File: src/rtl/fifo18_rr_arb.sv
// Round-robin arbiter merging two 18-bit FWFT source FIFOs into one sink FIFO.
// Frames are forwarded atomically; a stalled frame is closed with a 00000 word after Timeout empty cycles.
module fifo18_rr_arb #(
    parameter logic [7:0] Timeout = 8'd64
) (
    input  logic        sys_clk,
    input  logic        sys_rst,
    input  logic [17:0] dout0,
    input  logic [17:0] dout1,
    input  logic        empty0,
    input  logic        empty1,
    output logic        rd_en0,
    output logic        rd_en1,
    output logic [17:0] din,
    output logic        wr_en,
    input  logic        full,
    output logic [7:0]  frame_count0,
    output logic [7:0]  frame_count1,
    output logic [7:0]  drop_count,
    output logic [7:0]  abort_count,
    output logic [1:0]  grant
);

    typedef enum logic [1:0] {
        IDLE = 2'd0,
        GNT0 = 2'd1,
        GNT1 = 2'd2
    } state_t;

    state_t      state;
    logic        last_port;
    logic [7:0]  idle_cnt;

    logic        elig0, elig1, disc0, disc1;
    logic        timeout_hit;
    logic        gnt_port;
    logic [17:0] gnt_dout;
    logic        gnt_rd;

    always_comb begin
        elig0       = !empty0 && dout0[17];
        elig1       = !empty1 && dout1[17];
        disc0       = !empty0 && !dout0[17];
        disc1       = !empty1 && !dout1[17];
        timeout_hit = (idle_cnt >= Timeout);
        gnt_port    = (state == GNT1);
        gnt_dout    = gnt_port ? dout1 : dout0;
        rd_en0      = 1'b0;
        rd_en1      = 1'b0;
        if (!sys_rst && !full) begin
            case (state)
                IDLE: begin
                    // Discard pops only when nobody is eligible; ties go away from last_port.
                    if (!elig0 && !elig1) begin
                        if (disc0 && disc1) begin
                            rd_en0 = last_port;
                            rd_en1 = !last_port;
                        end else begin
                            rd_en0 = disc0;
                            rd_en1 = disc1;
                        end
                    end
                end
                GNT0:    rd_en0 = !empty0 && !timeout_hit;
                GNT1:    rd_en1 = !empty1 && !timeout_hit;
                default: ;
            endcase
        end
        gnt_rd = rd_en0 || rd_en1;
    end

    always_ff @(posedge sys_clk or posedge sys_rst) begin
        if (sys_rst) begin
            state        <= IDLE;
            last_port    <= 1'b1;
            idle_cnt     <= '0;
            din          <= '0;
            wr_en        <= 1'b0;
            grant        <= '0;
            frame_count0 <= '0;
            frame_count1 <= '0;
            drop_count   <= '0;
            abort_count  <= '0;
        end else begin
            wr_en <= 1'b0;
            if (!full) begin
                case (state)
                    IDLE: begin
                        if (elig0 && (!elig1 || last_port)) begin
                            state    <= GNT0;
                            grant    <= 2'b01;
                            idle_cnt <= '0;
                        end else if (elig1) begin
                            state    <= GNT1;
                            grant    <= 2'b10;
                            idle_cnt <= '0;
                        end else if (gnt_rd) begin
                            drop_count <= drop_count + 8'd1;
                        end
                    end
                    GNT0, GNT1: begin
                        if (timeout_hit) begin
                            din         <= '0;
                            wr_en       <= 1'b1;
                            abort_count <= abort_count + 8'd1;
                            last_port   <= gnt_port;
                            state       <= IDLE;
                            grant       <= '0;
                        end else if (gnt_rd) begin
                            din      <= gnt_dout;
                            wr_en    <= 1'b1;
                            idle_cnt <= '0;
                            if (gnt_dout[17:16] == 2'b00) begin
                                if (gnt_port)
                                    frame_count1 <= frame_count1 + 8'd1;
                                else
                                    frame_count0 <= frame_count0 + 8'd1;
                                last_port <= gnt_port;
                                state     <= IDLE;
                                grant     <= '0;
                            end
                        end else begin
                            idle_cnt <= idle_cnt + 8'd1;
                        end
                    end
                    default: begin
                        state <= IDLE;
                        grant <= '0;
                    end
                endcase
            end
        end
    end

endmodule

File: config.mk
export PLATFORM = sky130hd
export DESIGN_NAME = fifo18_rr_arb
export DESIGN_NICKNAME = d
export VERILOG_FILES = /design/src/rtl/fifo18_rr_arb.sv
export SDC_FILE = /design/constraint.sdc
export NUM_CORES = 1
export LEC_CHECK = 0
export ABC_AREA = 1
export ABC_CLOCK_PERIOD_IN_PS = 3000
export CAP_MARGIN = 10
export CORE_UTILIZATION = 52
export CTS_BUF_LIST = sky130_fd_sc_hd__clkbuf_16
export CTS_CLUSTER_SIZE = 8
export DETAILED_ROUTE_END_ITERATION = 16
export HOLD_SLACK_MARGIN = 0.03
export PLACE_DENSITY = 0.86
export SLEW_MARGIN = 20
export SYNTH_ARGS = -nofsm -noshare
export SYNTH_HDL_FRONTEND = slang
export SYNTH_SLANG_ARGS = --single-unit
File: constraint.sdc
create_clock -name sys_clk -period 3 [get_ports sys_clk]
set_input_delay 0.45 -clock sys_clk [delete_from_list [all_inputs] [get_ports sys_clk]]
set_output_delay 0.45 -clock sys_clk [all_outputs]
set_load 0.02 [all_outputs]
# After elaboration in Yosys (flattened, before gate mapping)
# Cells that the tools add are included.
# word_totals
regBits	62
in_bits	41
out_inout_bits	55
wordCells	91
# op_classes
add_sub_neg	5
order_cmp	1
n_eq_ne	6
n_mux	29
n_bitwise	5
n_reduce_logical	36
# ops
cell	count
$mux 18	3
$add 8x1->8 const B	5
$mux 8	4
$pmux 8 s2	1
$mux 1	13
$reduce_and 4->1	3
$reduce_and 6->1	2
$logic_and 1x1->1	10
$logic_not 1->1	10
$mux 2	5
$ne 3x3->1 const B	3
$ge 8x7->1 const B	1
$reduce_and 3->1	2
$reduce_bool 2->1	3
$not 1->1	5
$reduce_and 5->1	1
$logic_not 2->1	2
$pmux 1 s2	2
$pmux 2 s2	1
$eq 2x1->1 const B	1
$eq 2x2->1 const B	1
$logic_or 1x1->1	2
$ne 2x2->1 const B	1
$reduce_or 2->1	1

# Logic depth before layout (Yosys ltp)
# logic_depth
ltp_word	12
mapped_depth	14
depth_no_buf	13

# Least setup slack after synthesis
# OpenSTA, ideal clock, no wires.
# synth_timing
kind	flip-flop to flip-flop
from	register state[0]
to	register abort_count[7]
setup_ps	128
t_arrival_ps	1803
t_required_ps	2872
path_slack_ps	1069
stages_incl_launch_ff	10
n_path_buf	0
period_less_slack_ps	1931
cell_sequence	dfrtp_1 -> inv_1 -> ha_1 -> inv_1 -> nor2_2 -> nand2_1 -> inv_2 -> and3_1 -> nand4_1 -> xnor2_1
# synth_between
elab_chain_len	3
word_cells_on_any_way	4
cone_classes	eq/ne: 2; reduce/logical: 2
# synth_lines
element	line_no	rtl
start, declared	30	state_t state;
start signal, assigned	74	state <= IDLE;
start signal, assigned	90	state <= GNT0;
start signal, assigned	94	state <= GNT1;
$eq 2x2->1 / $eq 2x1->1 (equally long branches)	87	case (state)
$reduce_or 2->1 *	87	
$reduce_and 3->1 (no line) *	n/a	
end signal, assigned	105	abort_count <= abort_count + 8'd1;
end, declared	20	output logic [7:0] abort_count,
# Mark *: on every way between the ends. The rest lies on a longest branch, timed or not.
# A chain may end at the register's enable or synchronous reset.

# Final worst setup path
# layout_timing
from	input empty0
to	output rd_en0
# layout_between
elab_chain_len	7
word_cells_on_any_way	11
cone_classes	mux: 4; reduce/logical: 7
# layout_lines
element	line_no	rtl
start, declared	10	input logic empty0,
$logic_not 1->1 *	41, 43, 64	
$logic_and 1x1->1 (on tied branches)	43, 41	
$logic_and 1x1->1 / $logic_not 1->1 (equally long branches)	55, 54	
$mux 1 / $logic_and 1x1->1 (equally long branches)	55, 54	
$mux 1	54	if (!elig0 && !elig1) begin
$pmux 1 s2 *	51	case (state)
$mux 1 *	50	if (!sys_rst && !full) begin
end, declared	12	output logic rd_en0,
# Marks and branches as above.

==> qor.yml <==
outcome: "completed"
pwr-share-clk: 0.240
avgSynthCellArea_um2: 7.708
worstMarginPinSlew_ps: 622.4
leakagePower_nw: 2.354
core_mm2: 0.006386
hold_depth: 2
cts_tree: "built"
die-area_mm2: 0.006986
pwr-share-seq: 0.325
cap_violations: 0
start_util: 0.5419
io_pins: 96
antenna_found_initial: 0
setup-tns-final_ps: 0
cpLargestDelayFamily: "buffers and inverters"
crit_chain: "clkdlybuf4s50_1 -> inv_1 -> nand2_1 -> nand2_1 -> nor2_2 -> nand2_1 -> nand2_1 -> nand2_2 -> inv_1 -> clkdlybuf4s50_1"
vdd_drop_max_uv: 509.0
track_usage: 0.2673
vias_per_cell: 5.213
p_sw_frac: 0.3982
cp_common_cell: "nand2_1"
cts_resized: 0
power_frac_comb: 0.435
skew_ps: 4.475
finalHoldViolCount: 0
multi_input_area_mm2: 0.001638
cts_root_buf: "clkbuf_16"
setup_violations: 0
slowest_delay_ps: 590
hold_end: "last_port"
drt_pass1_iterations: 5
grt_first_pass_wirelength_um: 14770
fin_nets: 597
period_needed_ps: 2632
clkTransAtPathRegs_ps: 50
critPathRequiredTime_ps: 2550
crit_buf_inv: 4
path_max_fanout: 3
period_share: 0.8772
slowest_stage: "clkdlybuf4s50_1"
synthCells: 449
ant_nets: 0
critPathLaunchType: "primary input"
r2r_end: "abort_count[7]"
antenna_cells: 0
port_buffers: 95
rows: 29
netlist_area_mm2: 0.003461
syn-num-nets: 498
grt_pass1_vias: 3208
layout_common_cells: "nand2_1 (159), clkdlybuf4s50_1 (95), dfrtp_1 (61)"
slew_viol_final: 0
ff2ff_path_depth: 9
synth.yosys.warnings: 0
drt-initial-drc-count: 224
overflow: 0
cts.sinks: 62
cp-end-kind: "output port"
slew_headroom: 0.5845
ff_latch_area_mm2: 0.001553
cts.htree.levels: 3
place_area_mm2: 0.004479
syn2layout_area_growth_pct: 36.91
yosysSeqAreaShare: 0.4487
gp_congestion: 0.8232
cts_buffer_depth: 2
fp.dieW_um: 83.58
p_per_area_mw_per_mm2: 785.6
n_fill_cell: 489
worst_ep_arrival_time_ps: 2180
final_area_mm2: 0.004738
r2r-start: "state[1]"
ys_ff_latch: 62
drive_gt1_frac: 0.07052
wl_per_cell_um: 13.99
dpl.hpwl_um: 6205
clk_latency_ps: 320
ctsHoldBuffers: 0
min_from: "last_port"
regToRegSetupSlack_ps: 640
yosys.cell_types.count: 29
drc: 0
timing.fmax_mhz: 380.0
crit_type: "in2out"
intPower_w: 0.002240
die_y_um: 83.58
post_cts_buffers: 0
hold_class: "reg2reg"
grt_start_max_net_pins: 28
cts_buffers: 9
wl_um: 8814
rsz0062_at_grt: "false"
switchingPower_w: 0.001482
dr_total_vias: 3284
final_common_cell: "nand2_1"
-- tightest hold or removal path, cell delays in order (launching register included) --
cell,delay (ps)
dfstp_2,380
nand2_1,60
nand2_1,40
-- how the worst max path moves through the flow --
stage | from | to | slack, ps | cells after the start
6_report | empty0 | rd_en0 | 370 | 10
3_3_place_gp | empty0 | rd_en0 | 450 | 10
4_1_cts | empty0 | rd_en0 | 360 | 10
3_5_place_dp | empty0 | rd_en0 | 370 | 10
5_1_grt | state[1] | rd_en1 | 250 | 9
2_1_floorplan | sys_rst | abort_count[0] | 1010 | 1
-- cells by family after synthesis --
| logic type | count (synthesis) | synth area share |
|---|---|---|
| flops | 62 | 0.4487 |
| buf+inv | 63 | 0.07809 |
| xor+xnor | 27 | 0.06833 |
| simple gates | 251 | 0.3200 |
| compound gates | 38 | 0.05604 |
| fa+ha+maj | 8 | 0.02892 |
-- per-stage QoR --
step	total power [W]	util	instances	hold slack [ps]	setup WS (ps)
detailed placement	0.002814	0.7014	614	478.0	371.1
floorplan	0.002205	-	449	447.6	1010
global placement	0.002766	0.7014	614	460.3	451.4
finish	0.003722	0.7420	630	481.6	368.4
global route	0.003969	0.7420	630	500.3	249.7
CTS	0.003738	0.7420	630	483.5	360.0
-- Yosys cell counts --
| library cell | instances | area, um2 |
|---|---|---|
| a21oi_1 | 20 | 100.1 |
| and3_1 | 1 | 6.260 |
| buf_2 | 3 | 15.01 |
| buf_6 | 4 | 45.04 |
| clkbuf_1 | 5 | 18.77 |
| clkinv_1 | 1 | 3.750 |
| dfrtp_1 | 61 | 1526 |
| dfstp_2 | 1 | 26.28 |
| ha_1 | 8 | 100.1 |
| inv_1 | 47 | 176.4 |
| inv_2 | 3 | 11.26 |
| nand2_1 | 159 | 596.8 |
| nand2_2 | 6 | 37.54 |
| nand2_4 | 2 | 22.52 |
| nand3_1 | 37 | 185.2 |
| nand3_2 | 1 | 10.01 |
| nand4_1 | 13 | 81.33 |
| nor2_1 | 20 | 75.07 |
| nor2_2 | 3 | 18.77 |
| nor2_4 | 2 | 22.52 |
| nor3_1 | 3 | 15.01 |
| nor3_4 | 1 | 16.27 |
| nor3b_1 | 1 | 7.510 |
| nor4_1 | 2 | 12.51 |
| o21ai_0 | 7 | 35.03 |
| o21ai_1 | 10 | 50.05 |
| o21ai_2 | 1 | 8.760 |
| xnor2_1 | 16 | 140.1 |
| xor2_1 | 11 | 96.34 |
-- flip-flops by register name (all words and copies together) (netlist names) --
signal,count
state,2
last_port,1
drop_count,8
abort_count,8
frame_count1,8
frame_count0,8
din,18
wr_en,1
idle_cnt,8
-- area by class of cell --
cell class                 instances  area share
inverter                          51     0.04040
clock inverter                     7    0.007130
multi-input combinational        324      0.3457
sequential                        62      0.3277
clock buffer                       9     0.04753
tap                               77     0.02033
timing repair buffer             100      0.2112
-- per-layer routing --
metal / vias to the layer above / GRT usage / wire length, um
met3: 14 / 0.05638 / 565
li1: 1618 / - / -
met1: 1524 / 0.3370 / 3759
met5: - / 0 / 0
met4: 0 / 0.1017 / 138
met2: 128 / 0.4516 / 4350
-- power by group through the flow --
| stage | clock (W) | combinational [W] | sequential [W] |
|---|---|---|---|
| after floorplan | 0 | 0.000804 | 0.00140 |
| after global placement | 0 | 0.00156 | 0.00120 |
| after detailed placement | 0 | 0.00160 | 0.00122 |
| after CTS | 0.000906 | 0.00162 | 0.00121 |
| after global routing | 0.000948 | 0.00178 | 0.00124 |
| final | 0.000893 | 0.00162 | 0.00121 |
(Power assumes the default switching activity.)
